`config.mk`:
```
export PLATFORM = sky130hd
export DESIGN_NAME = leaf_stream_packetizer
export DESIGN_NICKNAME = d
export VERILOG_FILES = /design/src/rtl/leaf_stream_packetizer.sv
export SDC_FILE = /design/constraint.sdc
export NUM_CORES = 1
export LEC_CHECK = 0
export BUFFER_PORTS_ARGS = -buffer_cell sky130_fd_sc_hd__clkbuf_2
export CORE_MARGIN = 3
export CORE_UTILIZATION = 55
export CTS_CLUSTER_DIAMETER = 40
export DETAILED_ROUTE_END_ITERATION = 10
export PLACE_DENSITY = 0.87
export SLEW_MARGIN = 5
export SYNTH_ARGS = -nofsm -noshare
export SYNTH_HDL_FRONTEND = slang
export SYNTH_SLANG_ARGS = --single-unit
```
`constraint.sdc`:
```
create_clock -name clk -period 3.8 [get_ports clk]
set_clock_uncertainty 0.15 [all_clocks]
set_input_delay 0.38 -clock clk [delete_from_list [all_inputs] [get_ports clk]]
set_output_delay 0.38 -clock clk [all_outputs]
set_load 0.05 [all_outputs]
```
`src/rtl/leaf_stream_packetizer.sv`:
```
// Wraps user words into BFT packets for one output stream. Credits track free space in the
// receiver's buffer and are replenished by freespace-update packets addressed to this leaf.
module leaf_stream_packetizer #(
    parameter int PACKET_BITS           = 49,
    parameter int PAYLOAD_BITS          = 32,
    parameter int NUM_LEAF_BITS         = 5,
    parameter int NUM_PORT_BITS         = 4,
    parameter int NUM_ADDR_BITS         = 7,
    parameter int FREESPACE_UPDATE_SIZE = 64,
    parameter int SELF_LEAF             = 0,
    parameter int FIFO_DEPTH            = 4
) (
    input  logic                     clk,
    input  logic                     reset_n,
    input  logic [PAYLOAD_BITS-1:0]  din_leaf_user2interface,
    input  logic                     vld_user2interface,
    output logic                     ack_interface2user,
    input  logic                     cfg_we,
    input  logic [NUM_LEAF_BITS-1:0] cfg_dest_leaf,
    input  logic [NUM_PORT_BITS-1:0] cfg_dest_port,
    input  logic [PACKET_BITS-1:0]   din_leaf_bft2interface,
    output logic [PACKET_BITS-1:0]   dout_leaf_interface2bft,
    input  logic                     resend,
    output logic [NUM_ADDR_BITS:0]   credits
);

    localparam int PTR_W    = $clog2(FIFO_DEPTH);
    localparam int CRED_W   = NUM_ADDR_BITS + 1;
    localparam int PORT_LSB = PAYLOAD_BITS + NUM_ADDR_BITS;
    localparam int LEAF_LSB = PORT_LSB + NUM_PORT_BITS;
    localparam logic [CRED_W-1:0] CREDIT_MAX = CRED_W'(1 << NUM_ADDR_BITS);
    localparam logic [CRED_W:0]   UPDATE_INC = (CRED_W+1)'(FREESPACE_UPDATE_SIZE);

    logic [PAYLOAD_BITS-1:0]  fifo_mem [FIFO_DEPTH];
    logic [PTR_W:0]           wr_ptr_q, wr_ptr_d, rd_ptr_q, rd_ptr_d;
    logic [PTR_W:0]           fifo_fill;
    logic                     fifo_full, fifo_empty;
    logic                     push, emit, update_hit;
    logic [CRED_W-1:0]        credits_q, credits_d;
    logic [CRED_W:0]          credit_sum;
    logic [NUM_ADDR_BITS-1:0] wr_addr_q, wr_addr_d;
    logic [NUM_LEAF_BITS-1:0] dest_leaf_q, dest_leaf_d;
    logic [NUM_PORT_BITS-1:0] dest_port_q, dest_port_d;
    logic [PACKET_BITS-1:0]   dout_q, dout_d;
    logic                     unused_update_bits;

    // Pointers carry one extra bit so full and empty are distinguishable.
    assign fifo_fill  = wr_ptr_q - rd_ptr_q;
    assign fifo_full  = (fifo_fill == (PTR_W+1)'(FIFO_DEPTH));
    assign fifo_empty = (wr_ptr_q == rd_ptr_q);

    assign ack_interface2user = !fifo_full;
    assign push = vld_user2interface && !fifo_full;
    assign emit = !fifo_empty && (credits_q != '0) && !resend;

    assign update_hit = din_leaf_bft2interface[PACKET_BITS-1]
        && (din_leaf_bft2interface[LEAF_LSB +: NUM_LEAF_BITS] == NUM_LEAF_BITS'(SELF_LEAF))
        && (din_leaf_bft2interface[PORT_LSB +: NUM_PORT_BITS] == '0);
    assign unused_update_bits = ^din_leaf_bft2interface[PORT_LSB-1:0];

    assign dout_leaf_interface2bft = dout_q;
    assign credits = credits_q;

    always_comb begin
        wr_ptr_d    = wr_ptr_q;
        rd_ptr_d    = rd_ptr_q;
        wr_addr_d   = wr_addr_q;
        credits_d   = credits_q;
        dest_leaf_d = dest_leaf_q;
        dest_port_d = dest_port_q;
        dout_d      = '0;
        credit_sum  = {1'b0, credits_q};

        if (push) begin
            wr_ptr_d = wr_ptr_q + (PTR_W+1)'(1);
        end

        if (emit) begin
            rd_ptr_d  = rd_ptr_q + (PTR_W+1)'(1);
            wr_addr_d = wr_addr_q + NUM_ADDR_BITS'(1);
            dout_d    = {1'b1, dest_leaf_q, dest_port_q, wr_addr_q, fifo_mem[rd_ptr_q[PTR_W-1:0]]};
        end

        // Update and emit combine before saturating, so credits=1 plus an update lands at 64.
        if (update_hit) begin
            credit_sum = credit_sum + UPDATE_INC;
        end
        if (emit) begin
            credit_sum = credit_sum - (CRED_W+1)'(1);
        end
        if (!resend) begin
            if (credit_sum > {1'b0, CREDIT_MAX}) begin
                credits_d = CREDIT_MAX;
            end else begin
                credits_d = credit_sum[CRED_W-1:0];
            end
        end

        if (cfg_we) begin
            dest_leaf_d = cfg_dest_leaf;
            dest_port_d = cfg_dest_port;
        end
    end

    always_ff @(posedge clk or negedge reset_n) begin
        if (!reset_n) begin
            wr_ptr_q    <= '0;
            rd_ptr_q    <= '0;
            wr_addr_q   <= '0;
            credits_q   <= CREDIT_MAX;
            dest_leaf_q <= '0;
            dest_port_q <= '0;
            dout_q      <= '0;
        end else begin
            wr_ptr_q    <= wr_ptr_d;
            rd_ptr_q    <= rd_ptr_d;
            wr_addr_q   <= wr_addr_d;
            credits_q   <= credits_d;
            dest_leaf_q <= dest_leaf_d;
            dest_port_q <= dest_port_d;
            dout_q      <= dout_d;
        end
    end

    // Storage needs no reset: emptiness is defined by the pointers alone.
    always_ff @(posedge clk) begin
        if (push) begin
            fifo_mem[wr_ptr_q[PTR_W-1:0]] <= din_leaf_user2interface;
        end
    end

endmodule

```
## Word-level counts from Yosys, hierarchy flattened

Memories as Yosys holds them, arrays and structs flattened.
Cells that the tools add are included.

| cells by class | value |
|---|---|
| reductions and logical operators | 11 |
| equality and inequality tests | 2 |
| $lt $le $gt $ge | 1 |
| $add $sub $neg | 6 |
| multiplexer cells | 6 |

Operators by type and width:

| operator | count |
|---|---|
| 49-bit 2-to-1 mux | 1 |
| 9-bit 2-to-1 mux | 2 |
| 8-bit by 7-bit adder with 9-bit output, second input constant | 1 |
| 9-bit by 8-bit greater-than comparator with 1-bit output, second input constant | 1 |
| 9-bit by 1-bit subtractor with 9-bit output, second input constant | 1 |
| 8-bit 2-to-1 mux | 1 |
| 8-bit nonzero test | 1 |
| 7-bit by 1-bit adder with 7-bit output, second input constant | 1 |
| 3-bit by 1-bit adder with 3-bit output, second input constant | 2 |
| 1-bit logical AND | 5 |
| 5-bit zero test | 1 |
| 4-bit zero test | 1 |
| 3-bit equality test | 1 |
| 3-bit equality test, second input constant | 1 |
| 1-bit zero test | 3 |
| 3-bit subtractor | 1 |
| 1-bit 2-to-1 mux | 2 |

| word-level totals | value |
|---|---|
| output and inout bits | 58 |
| word-level logic and storage cells | 34 |
| bits in registers | 79 |
| memories kept | 1 |
| memory bits (writable) | 128 |

Memories:

| memory | words | width | read ports | clocked after memory_dff | write ports | RTL line | source |
|---|---|---|---|---|---|---|---|
| fifo_mem | 4 | 32 | 1 | 0 | 1 | 34 | `logic [PAYLOAD_BITS-1:0] fifo_mem [FIFO_DEPTH];` |

## Depth between registers and ports, before layout

Gate-level depths: netlist of the first run.

| depth | value |
|---|---|
| depth after elaboration | 8 |
| gate-level depth with buffers | 11 |
| gate-level depth less buffers | 9 |

## Least setup slack after synthesis of the first run

OpenSTA, ideal clock, no wires.

| path | value |
|---|---|
| path type | flip-flop to flip-flop |
| start point | register rd_ptr_q[1] |
| end point | memory fifo_mem[3][0] (enable) |
| required time | 3.256 ns |
| setup time | 0.394 ns |
| path buffers | 2 |
| slack | 0.517 ns |
| data arrival time | 2.739 ns |
| cell stages (with the launch flop) | 9 |
| cell sequence | dfrtp_1 -> clkbuf_1 -> clkbuf_1 -> inv_1 -> ha_1 -> nor2b_1 -> xnor2_1 -> nand3_1 -> and3_1 |

| on the way | value |
|---|---|
| cells in the longest elaborated chain, start to end | 6 |

Ends and longest elaborated chain:

| element | RTL line | source |
|---|---|---|
| from (decl) | 35 | `logic [PTR_W:0] wr_ptr_q, wr_ptr_d, rd_ptr_q, rd_ptr_d;` |
| from (signal assigned) | 116 | `rd_ptr_q <= rd_ptr_d;` |
| 3-bit subtractor | 48 | `assign fifo_fill = wr_ptr_q - rd_ptr_q;` |
| 3-bit equality test | 49 | `assign fifo_full = (fifo_fill == (PTR_W+1)'(FIFO_DEPTH));` |
| 1-bit zero test | - |  |
| via ack_interface2user | 17 | `output logic ack_interface2user,` |
| 1-bit logical AND | 53 | `assign push = vld_user2interface && !fifo_full;` |
| 1-bit 2-to-1 mux | 127 | `if (push) begin` |
| 1-bit 2-to-1 mux (implied by the code) | 128 | `fifo_mem[wr_ptr_q[PTR_W-1:0]] <= din_leaf_user2interface;` |
| to (decl) | 34 |  |

The timed path passes the listed nets, and every way through them passes these cells.

## Worst setup path after layout of the first run

| path | value |
|---|---|
| start point | register credits_q[6], in the netlist credits[6] |
| end point | register credits_q[1], in the netlist credits[1] |

| on the way | value |
|---|---|
| cells in the longest elaborated chain, start to end | 6 |
| elaborated cells between the ends (all ways) | 9 |
| those cells by class | add/sub (2); order compare (1); mux (3); reduce/logical (3) |

Ends and longest elaborated chain:

| element | RTL line | source |
|---|---|---|
| from (decl) | 39 | `logic [CRED_W-1:0] credits_q, credits_d;` |
| from (signal assigned) | 118 | `credits_q <= credits_d;` |
| 8-bit by 7-bit adder with 9-bit output / 8-bit nonzero test (equally long branches) | 86, 54 |  |
| 9-bit 2-to-1 mux / 1-bit logical AND (equally long branches) | 85, 54 |  |
| 9-bit by 1-bit subtractor with 9-bit output / 1-bit logical AND (equally long branches) | 89, 54 |  |
| 9-bit 2-to-1 mux * | 88 | `if (emit) begin` |
| 9-bit by 8-bit greater-than comparator with 1-bit output | 92 | `if (credit_sum > {1'b0, CREDIT_MAX}) begin` |
| 8-bit 2-to-1 mux * | 92 |  |

Every way passes the cells marked *; elsewhere a longest branch is shown, timed or not.
A chain may end at the register's enable or synchronous reset.

==> results, run 1 <==
- The run finished with clean final reports.
- The number of remaining DRC errors is 0.
- The last weighted congestion value of the routability-driven placer is 0.7925.
- After detailed placement, the total cell area comes to ~8700 sq um.
- The met1 wire length is approximately 6.2 mm.
- The synthesized design contains roughly 130 enable-type register cells.
- The number of gates given a new drive strength after cts is 0.
- The remaining number of nets flagged by the antenna check after routing is 0.
- The amount of wire on met2 after detailed routing is between 7 and 8 mm.
- The placeable core area is about 14000 sq um.
- In the finished design, the share of the clock period the worst path needs comes to around 77%.
- The number of core rows is 43.
- The commonest register cell after synthesis is sky130_fd_sc_hd__edfxtp_1.
- In the detailed route, the total length drawn on met3 is just under 800 microns.
- The clock transition at the registers of the reported paths is about 0.06 ns.
- After detailed routing, the number of vias per cell comes to 5.420.
- The final-layout fill cell count is between 800 and 900.
- The root buffer cell chosen for the clock tree is sky130_fd_sc_hd__clkbuf_16.
- The proportion of synthesized chip area in sequential cells is around 73%.
- Power spread over the standard cell area amounts to 879.1 nW/um^2.
- The setup TNS after final layout is 0 ns.
- 0 antenna diodes ended up in the layout.
- The wire length per cell after detailed routing is between 15 and 20 microns.
- The number of nets in the synthesized netlist is between 500 and 600.
- The net count reported at finish is just over 700.
- The end point of the critical path is credits[1].
- The startpoint of the lowest-slack register-to-register path is credits[6].
- In this run the critical register-to-register path is captured at credits[1].
- The number of different library cells used by synthesis comes to 51.
- Input and output buffers added on the ports amount to about 110.
- The commonest cells after synthesis are 128 x sky130_fd_sc_hd__edfxtp_1, 78 x sky130_fd_sc_hd__dfrtp_1, 33 x sky130_fd_sc_hd__nor2b_1.
- The die covers between 15000 and 20000 sq um.
- The data required time of the critical path is roughly 4 ns.
- At the later pin of the worst-skew pair, clock insertion delay measures approximately 0.52 ns.
- Dividing the synthesized area by the synthesized cell count gives ~18 sq um.
- By area the synthesized netlist is led by sky130_fd_sc_hd__edfxtp_1 48%, sky130_fd_sc_hd__dfrtp_1 24%, sky130_fd_sc_hd__mux4_2 9.0%.
- The slew at the pin closest to its max-slew limit is 1.016 ns.
- The sum of routed wire length over all layers is approximately 15 mm.
- The share of the synthesized area in the top cell type is around 48%.
- Measured against its own limit, the worst slew margin works out to 32.25%.
- After synthesis the netlist holds a flip-flop and latch count of a little over 200.
- STA puts the critical path data arrival time at 3.16 ns.
- The number of hold-slack violations in the final timing report came to 0.
- The analysis attributes to cell leakage a power of roughly 0.0040 uW.
- After global routing the overflow that remains totals 0.
- The max-slew violation count is 0.
- Once layout is complete, the utilization of the core stands at 71.52%.
- Based on the critical path, the design can be clocked at up to 0.3402 GHz.
- The first-pass GRT wire length is between 20 and 25 mm.
- Setup slack on the worst reg-to-reg path comes out at ~0.86 ns.
- The cell taking the most area after synthesis is sky130_fd_sc_hd__edfxtp_1.
- The proportion of layout cells with a drive suffix above 1 is 35.12%.
- The worst reg2reg path depth is 9.
- The number of sinks handled by clock tree synthesis is roughly 210.
- In the synthesized netlist, the number of instances is between 400 and 500.
- The number of global-route vias before repair is around 4700.
- After legalization and detailed placement, the total HPWL measured between 8 and 9 mm.
- The worst hold margin is between 0.03 and 0.04 ns.
- The worst setup path is launched from a flop.
- The global-route total usage across every layer is ~20%.
- TritonCTS built the clock tree.
- The highest ir drop seen on vdd is ~0.56 mV.
- The highest routing layer actually used is met4.
- The cell depth of the worst min-delay path is 2.
- The first TritonRoute pass finished after 4 iterations.
- 153 I/O pins were placed.
- The initial detailed-routing violation count is about 230.
- The leading cell type by number of instances after synthesis is sky130_fd_sc_hd__edfxtp_1.
- The chip height is about 130 microns.
- The horizontal extent of the die is ~130 microns.
- Detailed routing inserted a total of 4417 vias.
- The level count of the clock H-tree is 1.
- The area growth from synthesis to layout is 25.97%.
- The number of buffers created by CTS is 26.
- The area of the mapped netlist is around 8000 sq um.
- The tool flagged a number of max-cap violations equal to 0.
- The Yosys step of the flow raised 0 warnings.
- Counting I/O delays and the setup requirement, the final critical path takes 2.939 ns.
- The finished cells cover about 10000 sq um.
- STA classifies the critical path endpoint as a flop.
- The critical path class is flop to flop.
- Setup violations remaining at the end of the flow were counted as 0.
- Entering global routing, the biggest net connects 80 pins.
- In this run the deepest clock path goes through 3 buffers.
- The maximum fanout along the worst path is 8.
- The number of setup buffers added after CTS is 0.
- The critical path startpoint is credits[6].
- Setup repair after global routing left no endpoint under its margin.
- In this run the worst hold path is classified as input pin to flop.
- The post-synthesis async set-or-reset flop share is 38.16%.
- The starting density of the core is between 50% and 60%.
- The initial antenna violation count is 0.
[cells by family (layout without fill, tap and decap cells)]
logic type | Yosys count | in the layout | synth area share (%)
flip-flops | 207 | 207 | 73.02
AND/OR/NAND/NOR | 110 | 110 | 8.302
XOR/XNOR | 16 | 16 | 1.758
AO/OA/AOI/OAI | 29 | 29 | 3.045
buffers and inverters | 28 | 218 | 1.428
multiplexers | 43 | 43 | 10.56
adder cells (fa/ha/maj) | 12 | 12 | 1.883
[layer usage]
metal / track usage, % / vias up
met2: 34.18 / 135
li1: - / 2037
met1: 24.99 / 2218
met5: 0 / -
met3: 3.747 / 27
met4: 5.994 / 0
[flip-flops by register name, indices dropped and copies added, names as in the netlist]
| register | count |
|---|---|
| dest_leaf_q | 5 |
| wr_addr_q | 7 |
| dout_leaf_interface2bft | 49 |
| credits | 8 |
| dest_port_q | 4 |
| fifo_mem | 128 |
| rd_ptr_q | 3 |
| wr_ptr_q | 3 |
[critical path, stage by stage, from the launching register on]
cell	delay, ns
sky130_fd_sc_hd__dfrtp_1	0.52
sky130_fd_sc_hd__inv_1	0.20
sky130_fd_sc_hd__ha_1	0.45
sky130_fd_sc_hd__or4_1	0.43
sky130_fd_sc_hd__nor4_1	0.18
sky130_fd_sc_hd__o21ai_0	0.12
sky130_fd_sc_hd__a21oi_1	0.23
sky130_fd_sc_hd__nor2_2	0.13
sky130_fd_sc_hd__a31oi_1	0.27
sky130_fd_sc_hd__o22ai_1	0.13
[worst min-delay path by stage]
stage,to,from,slack [ns]
floorplan,credits[0],reset_n,-0.07
finish,credits[7],resend,0.04
CTS,credits[7],resend,0.008
global placement,wr_addr_q[6],wr_addr_q[6],0.31
detailed placement,wr_addr_q[6],wr_addr_q[6],0.31
global route,credits[7],resend,0.03
[placed cells by master, fill, tap and decap left out, drive strengths merged, types with 2 or more instances in the layout]
cell         synthesis  final
or4                  4      4
nor4                 2      2
nor2b               33     33
nor3                 5      5
xnor2               14     14
nand4                4      4
and3                 5      5
nor2                11     11
dfrtp               78     78
o21ai                5      5
mux4                32     32
dlygate4sd3          0     42
a22o                 3      3
clkbuf              13    141
a31o                 2      2
nand2b               2      2
a21oi                4      4
bufinv               0      3
clkinv               0      6
xor2                 2      2
and2                18     18
nand2               15     15
edfxtp             128    128
mux2i                2      2
buf                  4      5
a31oi                3      3
or3                  3      3
mux2                 9      9
nand3                6      6
inv                 11     18
clkinvlp             0      3
ha                  12     12
[power breakdown]
group | switching (uW) | total [uW] | internal (uW)
clock | 951 | 2440 | 1480
sequential | 261 | 3330 | 3070
combinational | 2000 | 3060 | 1060
total | 3210 | 8830 | 5610
[cell type report]
cell class	count	area (sq um)	area share (%)
clock buffer	29	661.9	6.590
multi-input combinational	210	2059	20.51
clock inverter	19	212.7	2.118
sequential	207	5824	57.99
inverter	11	41.29	0.4111
timing repair buffer	159	1018	10.14
tap	180	225.2	2.242
[repair_timing]
action	4_1_cts	5_1_grt
hold endpoints to repair	215	0
setup endpoints to repair	0	0
hold buffers	42	0
[stage by stage]
| step | std cells | setup WS [ns] | power, uW |
|---|---|---|---|
| floorplan | 445 | 0.5169 | 5622 |
| global placement | 725 | 0.9089 | 6319 |
| detailed placement | 725 | 0.8778 | 6426 |
| CTS | 815 | 0.8754 | 8930 |
| global route | 815 | 0.6382 | 9291 |
| finish | 815 | 0.8606 | 8829 |
Note: power is estimated with default switching activity, not from simulation.
==> inputs of run 2 (changes only) <==
Settings changed: CORE_UTILIZATION 55 to 50, PLACE_DENSITY 0.87 to 0.84.
Clock period 3.8 ns to 2.4 ns, I/O delays scaled along.
==> run 2 against run 1 <==
The flow now finishes with violations (negative setup slack). Via count is 3.2% higher. Setup slack worse by 0.99 ns. Critical path depth did not move. Register-to-register slack got worse by 0.99 ns. Non-clock buffer count increased by 32. Wire length rose by 4.1%. Largest power group is now combinational logic.
==> results, run 2 (same netlist as run 1, synthesis figures left out) <==
- The critical path class is flop to flop.
- The remaining number of nets flagged by the antenna check after routing is 0 (unchanged).
- The slew at the pin closest to its max-slew limit is 0.6757 ns (-0.3405 ns).
- The worst min-delay path startpoint is cfg_we.
- The share of total power in the clock network is 26.2% (-1.4 points).
- The ratio of total power to cell area is 1391 nW/um^2 (+58%).
- The worst setup slack for register-to-register paths is -0.13 ns (-0.99 ns).
- The initial detailed-routing violation count is 194 (-16%).
- The clock transition at the registers of the reported paths is 0.06 ns (about the same).
- The data required time of the critical path came to 2.65 ns (-1.37 ns).
- The most common library cell in the layout ignoring fill and taps is sky130_fd_sc_hd__edfxtp_1.
- The worst hold margin is 0.01617 ns (-0.02103 ns).
- The highest ir drop seen on vdd is 0.8832 mV (+57%).
- The final setup slack of the worst path came to -0.1320 ns (-0.9926 ns).
- The largest stage delay on the critical path is 0.63 ns (+0.11 ns).
- The number of hold-slack violations in the final timing report came to 0 (unchanged).
- The run finished, with violations left.
- The largest net degree at the start of global routing is 52 (-35%).
- The first-pass iteration count of the detailed router is 4 (unchanged).
- The last weighted congestion value of the routability-driven placer is 0.8256 (+4.2%).
- The final critical path time including I/O delays and setup is 2.532 ns (-0.4074 ns).
- Setup repair after global routing could not meet its margin everywhere.
- The wire length per cell after detailed routing is 18.02 microns (-3.4%).
- TritonCTS built the clock tree.
- The CTS root buffer is sky130_fd_sc_hd__clkbuf_16.
- The combinational group share of total power is 38.1% (+3.4 points).
- The number of flip-flops in the largest register is 128 (unchanged).
- The max-cap violation count was 0 (unchanged).
- The tightest min-delay check is of the input pin to flop type.
- The count of boundary I/O pins came to 153 (unchanged).
- The setup-violating endpoint count in the final report is 7 (+7).
- The level count of the clock H-tree is 1 (unchanged).
- The startpoint identified for the worst register-to-register timing path is credits[7].
- The library cells used most frequently in the layout, excluding fill and tap cells, are 128 x sky130_fd_sc_hd__edfxtp_1, 112 x sky130_fd_sc_hd__clkbuf_2, 74 x sky130_fd_sc_hd__dfrtp_1.
- The initial antenna violation count is 0 (unchanged).
- The chip height is 132.3 microns (+4.6%).
- The checks that failed: negative setup slack.
- The number of core rows was 45 (+4.7%).
- The proportion of layout cells with a drive suffix above 1 came to 40.18% (+5.1 points).
- The leakage power is 0.004213 uW (+4.4%).
- The endpoint of the worst register-to-register path is credits[3].
- The timing-limited maximum frequency is 0.3949 GHz (+16%).
- The post-DP HPWL is 9.629 mm (+11%).
- The max-slew violation count is 0 (unchanged).
- The switching power is 5312 uW (+65%).
- The via count of the routed design was 4559 (+3.2%).
- The placeable core area is 15430 sq um (+9.9%).
- The area of the die is 17500 sq um (+9.5%).
- The maximum fanout along the worst path was 8 (unchanged).
- The count of antenna diodes in the layout came to 0 (unchanged).
- The source-to-sink clock delay at the later pin of the worst-skew pair is 0.52 ns (about the same).
- Relative to the synthesized area, the layout overhead comes to 31.69%.
- The total internal power is 9297 uW (+66%).
- The worst reg2reg path depth was 9 (unchanged).
- The number of input and output port buffers inserted came to 113 (unchanged).
- The standard cell with the maximum stage delay on the critical path is sky130_fd_sc_hd__dfstp_4.
- The starting density of the core is 51.68% (-5.1 points).
- The number of standard cells in the final layout excluding fillers came to 878 (+7.7%).
- The switching share of power is 36.36% (-0.042 points).
- The number of remaining DRC errors was 0 (unchanged).
- The horizontal extent of the die is 132.3 microns (+4.6%).
- The remaining max-slew budget at the tightest pin is 54.95% (+23 points).
- The share of the cycle needed by the critical path after routing is 105.5% (+28 points).
- The buffer levels on the longest clock path is 3 (unchanged).
- The endpoint of the worst hold path is dest_leaf_q[0].
- The sum of routed wire length over all layers is 15.82 mm (+4.1%).
- The number of global-route vias before repair is 4953 (+4.4%).
- STA classifies the critical path endpoint as a flop.
- The part of the total power dissipated in sequential elements came to 35.7% (-2.0 points).
- The final-layout fill cell count is 1068 (+22%).
- The number of placed cells counting well taps is 784 (+8.1%).
- The ratio of routed vias to standard cells is 5.192 (-4.2%).
- The arrival time of the worst setup path is 2.78 ns (-0.38 ns).
- The number of buffers created by CTS is 26 (unchanged).
- The cell depth of the worst min-delay path came to 2 (unchanged).
- The net count reported at finish is 754 (+4.4%).
- The first-pass GRT wire length is 26.01 mm (+4.7%).
- Traced cell by cell, the critical path runs through inv_4 -> ha_4 -> or4_4 -> nor4_2 -> o21ai_1 -> a21oi_2 -> nor2_4 -> a31o_1 -> a22o_1.
- STA classifies the critical path startpoint as a flop.
- The global-route congestion overflow total was 0 (unchanged).
- The number of sinks handled by clock tree synthesis came to 207 (unchanged).
- The global-route total usage across every layer is 18.60% (-0.94 points).
run 2: power by group through the flow:
stage | logic [uW] | registers (uW) | clock network (uW)
CTS | 5480 | 5220 | 3900
global placement | 5240 | 5200 | 0
global route | 6020 | 5300 | 4050
finish | 5570 | 5210 | 3830
floorplan | 2630 | 6400 | 0
detailed placement | 5390 | 5280 | 0
run 2: timing repair:
action	CTS	global route
setup endpoints to repair	8	10
setup buffers	1	2
hold buffers	44	0
gates resized for setup	1	13
endpoints found under the hold margin	221	0
pin swaps	0	4
run 2: worst max path at each step:
| stage | cells after the start | startpoint | slack [ns] | endpoint |
|---|---|---|---|---|
| 2_1_floorplan | 9 | credits[7] | -0.24 | credits[3] |
| 3_3_place_gp | 9 | credits[7] | -0.18 | credits[3] |
| 3_5_place_dp | 9 | credits[7] | -0.18 | credits[4] |
| 4_1_cts | 9 | credits[7] | -0.15 | credits[4] |
| 5_1_grt | 9 | credits[7] | -0.18 | credits[4] |
| 6_report | 9 | credits[7] | -0.13 | credits[3] |
run 2: cell type report:
| class | instances | area, sq um | share of cell area (%) |
|---|---|---|---|
| flip-flops and latches | 207 | 5833 | 55.56 |
| multi-input cells | 210 | 2157 | 20.55 |
| repair buffers | 191 | 1300 | 12.38 |
| clock buffers | 33 | 738.2 | 7.031 |
| well taps | 211 | 264.0 | 2.515 |
| clock inverters | 15 | 158.9 | 1.514 |
| inverters | 11 | 47.55 | 0.4529 |
run 2: metrics by stage:
stage / worst slack, ns / utilization (%) / TNS, ns / total power, uW / area, sq um
final: -0.1320 / 68.05 / -0.6776 / 14610 / 10500
after floorplan: -0.2386 / - / -1.398 / 9029 / 8039
after global placement: -0.1829 / 58.84 / -1.098 / 10440 / 9077
after detailed placement: -0.1819 / 58.84 / -1.043 / 10670 / 9077
after CTS: -0.1467 / 67.58 / -0.7730 / 14600 / 10430
after global routing: -0.1763 / 68.05 / -1.093 / 15370 / 10500
run 2: critical path, delay by kind of cell, from the launching register on:
family | cells | cell delay (ns)
compound gates | 4 | 0.72
simple gates | 3 | 0.65
flops | 1 | 0.63
fa+ha+maj | 1 | 0.23
buf+inv | 1 | 0.04
run 2: layer usage:
metal	vias up	part of all wire [%]	wire [microns]	GRT usage [%]
met3	35	4.9	771	3.550
met5	-	0	0	0
met2	137	53	8331	32.81
met1	2296	40	6291	23.49
li1	2091	-	-	-
met4	0	2.7	423	5.831
==> inputs of run 3 (changes only) <==
Settings changed: SETUP_SLACK_MARGIN from default to 0.3, SKIP_CTS_REPAIR_TIMING from default to 1.
==> run 3 against run 2 <==
The run still ends with negative setup slack left. Final cell count is 2.6% higher. Worst hold slack better by 0.0015 ns. First-iteration DRC count is 42% higher. Wire length is 14% higher. Die area stayed put. Register-to-register slack worse by 0.03 ns. Flip-flop and latch count stayed put. Count of clock-buffer cells in the layout is 2 lower. Total power is 12% higher. Setup slack worse by 0.029 ns. Via count is 7.1% higher.
==> results, run 3 (same netlist as run 1, synthesis figures left out) <==
- The remaining number of nets flagged by the antenna check after routing is 0 (unchanged).
- The family with the most delay on the worst path is compound AO/OA/AOI/OAI gates.
- The worst setup path is launched from a flop.
- The end point of the critical path is credits[3].
- The via count of the routed design is 4881 (+7.1%).
- The pre-CTS worst setup slack is -0.2104 ns (-0.02845 ns).
- The cell area after placement is 9085 sq um (about the same).
- TritonCTS built the clock tree.
- The level count of the clock H-tree came to 1 (unchanged).
- The post-DP HPWL is 9.399 mm (-2.4%).
- The share of the cycle needed by the critical path after routing was 106.7% (+1.2 points).
- The arrival time of the worst setup path is 2.81 ns (+0.03 ns).
- The remaining max-slew budget at the tightest pin is 58.33% (+3.4 points).
- The number of remaining DRC errors is 0 (unchanged).
- The last weighted congestion value of the routability-driven placer is 0.8588 (+4.0%).
- The logic depth of the worst path, buffers included is 9 (unchanged).
- The top cell types in the final layout, fill and taps aside, are 128 x sky130_fd_sc_hd__edfxtp_1, 111 x sky130_fd_sc_hd__clkbuf_2, 70 x sky130_fd_sc_hd__dfrtp_1.
- The worst hold margin came to 0.01771 ns (+0.001536 ns).
- The count of boundary I/O pins was 153 (unchanged).
- The proportion of layout cells with a drive suffix above 1 was 50.72% (+11 points).
- The maximum fanout along the worst path came to 8 (unchanged).
- The endpoint identified for the worst register-to-register timing path is credits[3].
- The worst register-to-register path begins at credits[7].
- The chip height came to 132.3 microns (unchanged).
- The global-route total usage across every layer is 17.83% (-0.77 points).
- By startpoint and endpoint, the worst setup path is classified as flop to flop.
- The timing-limited maximum frequency is 0.3904 GHz (-1.1%).
- The first-pass iteration count of the detailed router came to 5 (+1).
- The initial detailed-routing violation count is 275 (+42%).
- Setup repair after global routing could not meet its margin everywhere.
- The number of placed cells counting well taps was 784 (unchanged).
- The starting density of the core came to 51.68% (unchanged).
- The post-layout instance area was 11190 sq um (+6.6%).
- The number of buffers created by CTS is 27 (+3.8%).
- Walking the worst path, the cells encountered are inv_4 -> ha_4 -> or4_4 -> nor4_4 -> o21ai_1 -> a21oi_2 -> nor2_4 -> a31o_1 -> a22o_1.
- The worst setup slack for register-to-register paths is -0.16 ns (-0.03 ns).
- The standard cell with the maximum stage delay on the critical path is sky130_fd_sc_hd__dfstp_4.
- The number of hold-slack violations in the final timing report came to 0 (unchanged).
- The number of flip-flops in the largest register is 128 (unchanged).
- The most common library cell in the layout ignoring fill and taps is sky130_fd_sc_hd__edfxtp_1.
- STA classifies the critical path endpoint as a flop.
- The ratio of routed vias to standard cells is 5.417 (+4.3%).
- The setup-violating endpoint count in the final report came to 6 (-1).
- The highest ir drop seen on vdd is 0.7848 mV (-11%).
- The switching power was 6016 uW (+13%).
- The final-layout fill cell count is 966 (-9.6%).
- The number of core rows is 45 (unchanged).
- The part of the total power dissipated in sequential elements came to 32.1% (-3.6 points).
- The flow ran to the end, but the final reports show violations.
- The data required time of the critical path came to 2.65 ns (about the same).
- The CTS root buffer is sky130_fd_sc_hd__clkbuf_16.
- The max-slew violation count is 0 (unchanged).
- The largest net degree at the start of global routing came to 48 (-7.7%).
- The slew at the pin closest to its max-slew limit was 0.6251 ns (-0.05062 ns).
- The wire length per cell after detailed routing is 20.09 microns (+11%).
- The worst reg2reg path depth is 9 (unchanged).
- The number of global-route vias before repair came to 4779 (-3.5%).
- The number of input and output port buffers inserted was 113 (unchanged).
- The largest stage delay on the critical path was 0.62 ns (about the same).
- The critical path startpoint is credits[7].
- The horizontal extent of the die is 132.3 microns (unchanged).
- The placeable core area was 15430 sq um (unchanged).
- The number of sinks handled by clock tree synthesis is 207 (unchanged).
- The net count reported at finish is 776 (+2.9%).
- The checks that failed: negative setup slack.
- The initial antenna violation count is 0 (unchanged).
- The sum of routed wire length over all layers is 18.10 mm (+14%).
- The buffer levels on the longest clock path came to 3 (unchanged).
- The area growth from synthesis to layout is 40.35%.
- The setup TNS after final layout is -0.7288 ns (-0.05119 ns).
- The area of the die was 17500 sq um (unchanged).
- The final setup slack of the worst path was -0.1613 ns (-0.02929 ns).
- The switching share of power is 36.65% (+0.29 points).
- The count of antenna diodes in the layout is 0 (unchanged).
- The combinational group share of total power is 43.6% (+5.5 points).
- The source-to-sink clock delay at the later pin of the worst-skew pair was 0.53 ns (about the same).
- The number of buffer and inverter instances along the worst setup path is 1 (unchanged).
- The global-route congestion overflow total is 0 (unchanged).
- The share of total power in the clock network is 24.3% (-1.9 points).
- The total internal power is 10400 uW (+12%).
- The final critical path time including I/O delays and setup is 2.561 ns (+0.02929 ns).
- The path category of the worst min-delay check is input pin to flop.
- The first-pass GRT wire length is 24.94 mm (-4.1%).
- The max-cap violation count is 0 (unchanged).
- The clock transition at the registers of the reported paths is 0.05 ns (about the same).
- The number of standard cells in the final layout excluding fillers is 901 (+2.6%).
- The leakage power came to 0.004600 uW (+9.2%).
- The ratio of total power to cell area is 1467 nW/um^2 (+5.4%).
==> run 3: cell count changes in the layout (fill, tap and decap cells not counted), moves of 4 or more <==
cell / before / now
sky130_fd_sc_hd__nor2b_1: 33 / 11
sky130_fd_sc_hd__xnor2_1: 14 / 6
sky130_fd_sc_hd__and2_1: 17 / 1
sky130_fd_sc_hd__buf_8: 0 / 6
sky130_fd_sc_hd__clkbuf_16: 27 / 32
sky130_fd_sc_hd__nand2_4: 0 / 4
sky130_fd_sc_hd__nand2_1: 15 / 9
sky130_fd_sc_hd__inv_6: 5 / 1
sky130_fd_sc_hd__dfrtp_2: 3 / 7
sky130_fd_sc_hd__and2_4: 1 / 17
sky130_fd_sc_hd__xnor2_2: 0 / 8
sky130_fd_sc_hd__dfrtp_1: 74 / 70
sky130_fd_sc_hd__clkbuf_8: 4 / 0
sky130_fd_sc_hd__nor2b_4: 0 / 22
==> run 3: final cells by class <==
cell class	instances	area, sq um	area share (%)
Sequential cell	207	5838	52.17
Clock inverter	19	226.5	2.024
Clock buffer	31	690.7	6.172
Multi-Input combinational cell	214	2531	22.62
Inverter	11	52.55	0.4696
Tap cell	211	264.0	2.359
Timing Repair Buffer	208	1587	14.18
==> run 3: worst register-to-register path, stage by stage, from the launching register on <==
cell and delay [ns]:
sky130_fd_sc_hd__dfstp_4 0.62, sky130_fd_sc_hd__inv_4 0.04, sky130_fd_sc_hd__ha_4 0.23, sky130_fd_sc_hd__or4_4 0.42, sky130_fd_sc_hd__nor4_4 0.14, sky130_fd_sc_hd__o21ai_1 0.11, sky130_fd_sc_hd__a21oi_2 0.20, sky130_fd_sc_hd__nor2_4 0.09
sky130_fd_sc_hd__a31o_1 0.25, sky130_fd_sc_hd__a22o_1 0.19
==> run 3: worst min-delay path by stage <==
stage,from,endpoint,slack [ns],cells past startpoint
floorplan,reset_n,credits[0],-0.21,0
global placement,reset_n,dout_leaf_interface2bft[35],0.14,1
detailed placement,reset_n,dout_leaf_interface2bft[35],0.15,1
CTS,reset_n,dout_leaf_interface2bft[21],-0.41,1
global route,resend,credits[2],0.03,3
finish,resend,credits[6],0.02,3
==> run 3: routing by layer <==
| metal | share of wire, % | track usage, % |
|---|---|---|
| met4 | 2.4 | 4.446 |
| met1 | 39 | 23.09 |
| met3 | 5.9 | 4.351 |
| met2 | 52 | 30.70 |
| met5 | 0 | 0 |
==> run 3: power by group through the flow <==
stage	registers (uW)	logic [uW]	clock network (uW)
after floorplan	6410	2780	0
after global placement	5220	5250	0
after detailed placement	5280	5380	0
after CTS	5220	5420	4050
after global routing	5360	7570	4220
final	5270	7150	4000
==> run 3: stage by stage <==
stage,util (%),power (uW)
after CTS,64.83,14690
after detailed placement,58.89,10660
after global placement,58.89,10470
after global routing,72.53,17150
final,72.53,16420
after floorplan,-,9187
